===== src/rtl/fp32_stream_accumulator.sv =====
// -----------------------------------------------------------------------------
// fp32_stream_accumulator
//
// Purpose:
//   Streaming FP32 sum-reduction controller. It closes a feedback loop around
//   an external combinational FP32 adder. Each accepted element is added to
//   the running sum. One sum is produced per vector. A vector ends on in_last,
//   or after MAX_LEN elements when MAX_LEN is non-zero.
//
// Parameters:
//   CNT_W    width of the element counter and out_count (saturating)
//   MAX_LEN  forced vector termination length; 0 = unlimited
//
// Ports:
//   clk, rst                 clock, synchronous active-high reset
//   in_valid/in_ready        element stream handshake
//   in_data, in_last         FP32 element, last-of-vector flag
//   add_a, add_b             adder operands (running sum, current element)
//   add_sum                  adder result for add_a + add_b
//   out_valid/out_ready      result handshake
//   out_data                 registered FP32 vector sum
//   out_count                elements in the vector (saturating)
//   out_forced               vector closed by MAX_LEN rather than in_last
//
// Optional feature (macro FP32_ACC_NAN_STICKY_EN):
//   When the macro is defined, a sticky nan_seen flag is set by any accepted
//   quiet or signalling NaN. While the flag is set, the sum is forced to the
//   canonical quiet NaN 32'h7FC00000.
// -----------------------------------------------------------------------------
module fp32_stream_accumulator #(
    parameter int CNT_W   = 16,
    parameter int MAX_LEN = 0
) (
    input  logic             clk,
    input  logic             rst,
    input  logic             in_valid,
    output logic             in_ready,
    input  logic [31:0]      in_data,
    input  logic             in_last,
    output logic [31:0]      add_a,
    output logic [31:0]      add_b,
    input  logic [31:0]      add_sum,
    output logic             out_valid,
    input  logic             out_ready,
    output logic [31:0]      out_data,
    output logic [CNT_W-1:0] out_count,
    output logic             out_forced
);

    typedef enum logic {
        ST_ACC = 1'b0,
        ST_OUT = 1'b1
    } state_t;

    localparam logic [CNT_W:0] MAX_LEN_W = (CNT_W+1)'(MAX_LEN);
    localparam logic [CNT_W:0] ONE_W     = {{CNT_W{1'b0}}, 1'b1};

    state_t           r_state;
    logic [31:0]      r_acc;
    logic [CNT_W-1:0] r_count;
    logic             r_out_valid;
    logic [31:0]      r_out_data;
    logic [CNT_W-1:0] r_out_count;
    logic             r_out_forced;

    logic             w_accept;
    logic             w_out_hs;
    logic [CNT_W:0]   w_count_p1;
    logic [CNT_W-1:0] w_count_sat;
    logic             w_len_hit;
    logic [31:0]      w_sum;

    // in_ready is held low during reset. It is low in OUT, so an element that
    // arrives between vectors waits instead of being merged or dropped.
    assign in_ready = !rst && (r_state == ST_ACC);
    assign w_accept = in_valid && in_ready;
    assign w_out_hs = r_out_valid && out_ready;

    assign add_a = r_acc;
    assign add_b = in_data;

    // The extra top bit keeps the MAX_LEN compare exact at the counter limit.
    assign w_count_p1  = {1'b0, r_count} + ONE_W;
    assign w_count_sat = (&r_count) ? r_count : w_count_p1[CNT_W-1:0];
    assign w_len_hit   = (MAX_LEN != 0) && (w_count_p1 == MAX_LEN_W);

`ifdef FP32_ACC_NAN_STICKY_EN
    logic r_nan_seen;
    logic w_nan_in;

    assign w_nan_in = (in_data[30:23] == 8'hFF) && (in_data[22:0] != 23'd0);
    // The current NaN beat forces its own sum, not only the beats after it.
    assign w_sum    = (r_nan_seen || w_nan_in) ? 32'h7FC0_0000 : add_sum;

    always_ff @(posedge clk) begin
        if (rst) begin
            r_nan_seen <= 1'b0;
        end else if (w_accept && w_nan_in) begin
            r_nan_seen <= 1'b1;
        end else if (w_out_hs) begin
            r_nan_seen <= 1'b0;
        end
    end
`else
    assign w_sum = add_sum;
`endif

    always_ff @(posedge clk) begin
        if (rst) begin
            r_state      <= ST_ACC;
            r_acc        <= 32'h0;
            r_count      <= '0;
            r_out_valid  <= 1'b0;
            r_out_data   <= 32'h0;
            r_out_count  <= '0;
            r_out_forced <= 1'b0;
        end else begin
            case (r_state)
                ST_ACC: begin
                    if (w_accept) begin
                        r_acc   <= w_sum;
                        r_count <= w_count_sat;
                        if (in_last || w_len_hit) begin
                            r_out_data   <= w_sum;
                            r_out_count  <= w_count_sat;
                            r_out_forced <= !in_last;
                            r_out_valid  <= 1'b1;
                            r_state      <= ST_OUT;
                        end
                    end
                end
                ST_OUT: begin
                    // Restart from +0.0 so that the next vector begins clean.
                    if (w_out_hs) begin
                        r_out_valid <= 1'b0;
                        r_acc       <= 32'h0;
                        r_count     <= '0;
                        r_state     <= ST_ACC;
                    end
                end
                default: r_state <= ST_ACC;
            endcase
        end
    end

    assign out_valid  = r_out_valid;
    assign out_data   = r_out_data;
    assign out_count  = r_out_count;
    assign out_forced = r_out_forced;

endmodule

===== config.mk =====
export PLATFORM = sky130hd
export DESIGN_NAME = fp32_stream_accumulator
export DESIGN_NICKNAME = d
export VERILOG_FILES = /design/src/rtl/fp32_stream_accumulator.sv
export SDC_FILE = /design/constraint.sdc
export NUM_CORES = 1
export LEC_CHECK = 0
export BUFFER_PORTS_ARGS = -buffer_cell sky130_fd_sc_hd__buf_4
export CORE_ASPECT_RATIO = 0.8
export CORE_MARGIN = 4
export CORE_UTILIZATION = 40
export CTS_CLUSTER_SIZE = 28
export DETAILED_ROUTE_END_ITERATION = 7
export PLACE_DENSITY_LB_ADDON = 0.3
export SYNTH_ARGS = -nofsm -noshare
export SYNTH_HDL_FRONTEND = slang
export SYNTH_SLANG_ARGS = --single-unit

===== constraint.sdc =====
create_clock -name clk -period 4.48 [get_ports clk]
set_input_delay 1.344 -clock clk [delete_from_list [all_inputs] [get_ports clk]]
set_output_delay 1.344 -clock clk [all_outputs]
set_load 0.005 [all_outputs]

==> results.md <==
- Worst setup SP type: primary input
- Core area: 10300 sq um
- Global-route wire length before repair: 17.3 mm
- CP Capture Type: primary output
- Peak supply drop: 215 uV
- Multi-input gate area: 1810 sq um
- Reg2reg end: out_count[10]$_SDFFE_PP0P_
- Area delta synth->final: 22.1%
- Worst rel slew slack: approximately two fifths
- Grt ovf: 0
- Hold buffers post-CTS: 0
- Crit Path Max Fanout: 58
- Chip Width: 123 um
- Post-route setup TNS: 0 ns
- Initial antenna violation count: 0
- Post-Syn Area per Cell: around 9.0 sq um
- IO Port Bufs: 119
- Leak: 2.09 nW
- Unrepaired setup endpoints after global routing: false
- DPL Wire Length: around 7.9 mm
- DRT Pass-1 Iters: 5
- ANT nets after route: 0
- Syn Nets: 541
- Initial Utilization: 41.2%
- # rows: 33
- Number of flops mapped to enable cells by yosys: 0
- FF+latch area: 1980 sq um
- Ys flop type: dfxtp_1
- Arrival time worst endpoint: around 2.2 ns
- DR vias: 3643
- Seq/Total Area, Yosys: 46.6%
- Die height: approximately 100 um
- Fmax achieved: 0.287 GHz
- H-tree depth: 3
- Post-synth cell types: 63
- Slew Viols, Final: 0
- Syn Inst Count: about 470
- R2r startpoint: r_count[0]$_SDFFE_PP0P_
- Share of cells above drive strength 1: 28.2%
- Vias in the first global route: around 3400
- Clock slew at reported path FFs: 0.06 ns
- Synth Warn #: 0
- Fin. Hold Viols: 0
- GRT Util Overall: 17.7%
- Largest net degree at the start of global routing: 59
- WL/cell: 16.3 um
- HP Start: out_data[0]$_SDFFE_PP0P_
- WL final: 11.1 mm
- Placer Congestion: 0.911
- Filler cell count: 986
- Worst Max-Slew Pin Slew: around 0.88 ns
- Max_cap viols: 0
- # diodes: 0
- Hold EP: out_data[0]$_SDFFE_PP0P_
- PD cells: approximately 360 nW/um^2
- DRT iter0 DRCs: 260
- Cell Area, Synth: 4250 sq um
- Final setup violation count: 0
- CTS root buf: clkbuf_16
- Via-to-Cell Ratio: 5.37
- Outcome: complete, no violations
- Reg2reg path depth: 5
- CTS tree: built
- Sink Count: 99
- Ys async rst share: 0%
- Num CTS Buffers: 9
- Total die area: 12300 sq um
- Worst Clk Skew: 0.00778 ns
- Worst Hold Class: reg -> reg
- DRC Markers: 0
- Postcts setup bufs: 0
- Clock Path Buffers: 2
- R2R Setup Slk: ~2.3 ns
- CP required: ~3.1 ns
- Final hold slack: 0.461 ns
- Final Cycle Share: 77.9%
- CTS resizes: 0
- Worst setup path start: rst
- WHS Path Cells: 2
- # IOs: 184
- Kind of critical path: in -> out
- Seq cells post-synth: 99
- Min Tclk post-route: 3.49 ns
- Clock Latency Late Sink: 0.34 ns
- Nets: 606
## cells in the mapped netlist (2+ instances only)
master	instances	area [sq um]
nor4_1	3	18.8
xnor2_1	3	26.3
a311oi_1	6	52.6
and3_1	7	43.8
a31oi_1	2	12.5
nor2_1	17	63.8
and4_1	2	17.5
a41oi_1	2	17.5
a21oi_1	45	225
dfxtp_1	99	1980
clkbuf_1	21	78.8
a22o_1	32	280
nor4_4	2	42.5
clkbuf_2	2	10.0
or3_1	3	18.8
a22oi_1	2	15.0
nand2_1	83	312
nand4_1	7	43.8
clkbuf_8	2	27.5
nor3_1	3	15.0
nand3b_1	2	15.0
and2_1	2	12.5
buf_4	35	263
nand3_1	17	85.1
o21ai_0	15	75.1
buf_2	7	35.0
o211ai_1	3	22.5
a31o_1	2	17.5
a211oi_1	4	30.0
inv_1	4	15.0
or4_1	5	37.5
## how the worst max path moves through the flow
| stage | cells after the start | endpoint | slack (ns) |
|---|---|---|---|
| 5_1_grt | 3 | in_ready | 0.91 |
| 4_1_cts | 3 | in_ready | 0.98 |
| 6_report | 3 | in_ready | 0.99 |
| 3_3_place_gp | 3 | in_ready | 1.03 |
| 2_1_floorplan | 3 | in_ready | 1.31 |
| 3_5_place_dp | 6 | r_count[8]$_SDFFE_PP0P_ | 0.98 |
## metal layers
layer | GRT usage, % | vias up | wire length (um)
met5 | 0 | - | 0
met4 | 7.66 | 0 | 251
met3 | 6.54 | 38 | 1280
met2 | 25.1 | 157 | 4660
met1 | 24.2 | 1666 | 4900
li1 | - | 1782 | -
## metrics by stage
stage	instances	util (%)	instance area [sq um]	total power, mW	worst slack (ns)
after CTS	679	50.3	5190	1.86	0.981
after detailed placement	665	47.7	4920	1.16	0.979
after floorplan	471	-	4250	1.07	1.31
after global placement	665	47.7	4920	1.16	1.03
final	679	50.3	5190	1.84	0.991
after global routing	679	50.3	5190	1.91	0.911
## layout by cell type (no fill, tap or decap), types with 2 or more instances in the layout
cell and instances:
nor4_4 2, xnor2_1 3, or3_1 3, a311oi_1 6, clkbuf_16 9, nor4_1 3, dfxtp_1 99, nor3_1 3
a22o_1 32, and3_1 7, a31o_1 2, clkinvlp_4 2, a21oi_1 45, and2_1 2, o21ai_0 15, nand3b_1 2
nand4_1 7, inv_1 4, o211ai_1 3, or4_1 5, a22oi_1 2, buf_4 125, nand2_1 83, a41oi_1 2
nand3_1 17, nor2_1 17, a211oi_1 4, a31oi_1 2, and4_1 2
## sequential cells by signal (all words and copies together) (netlist names)
name        count
out_data       32
add_a          32
out_forced      1
r_state         1
out_count      16
r_count        16
out_valid       1
## power by group
group / internal, mW / leakage, nW / total [mW] / switching, mW
Combinational: 0.101 / 1.16 / 0.191 / 0.0900
Clock: 0.385 / 0.126 / 0.704 / 0.319
Sequential: 0.920 / 0.808 / 0.947 / 0.0277
Total: 1.41 / 2.09 / 1.84 / 0.437
## cell type report
class	instances	share of cell area, %
Inverter	4	0.289
Clock inverter	4	0.555
Sequential cell	99	38.2
Timing Repair Buffer	125	18.1
Clock buffer	10	4.61
Tap cell	140	3.38
Multi-Input combinational cell	297	34.9
## cells by family (layout without fill, tap and decap cells)
logic type,count (synthesis),in the layout,share of synthesized area [%]
adder cells (fa/ha/maj),1,1,0.294
AO/OA/AOI/OAI,127,127,21.0
multiplexers,1,1,0.236
XOR/XNOR,4,4,0.824
buffers and inverters,75,143,11.4
flip-flops,99,99,46.6
AND/OR/NAND/NOR,164,164,19.7
## critical path: stages
cell	delay, ns
buf_4	0.49
nor2_1	0.13
buf_4	0.17
(Power assumes the default switching activity.)
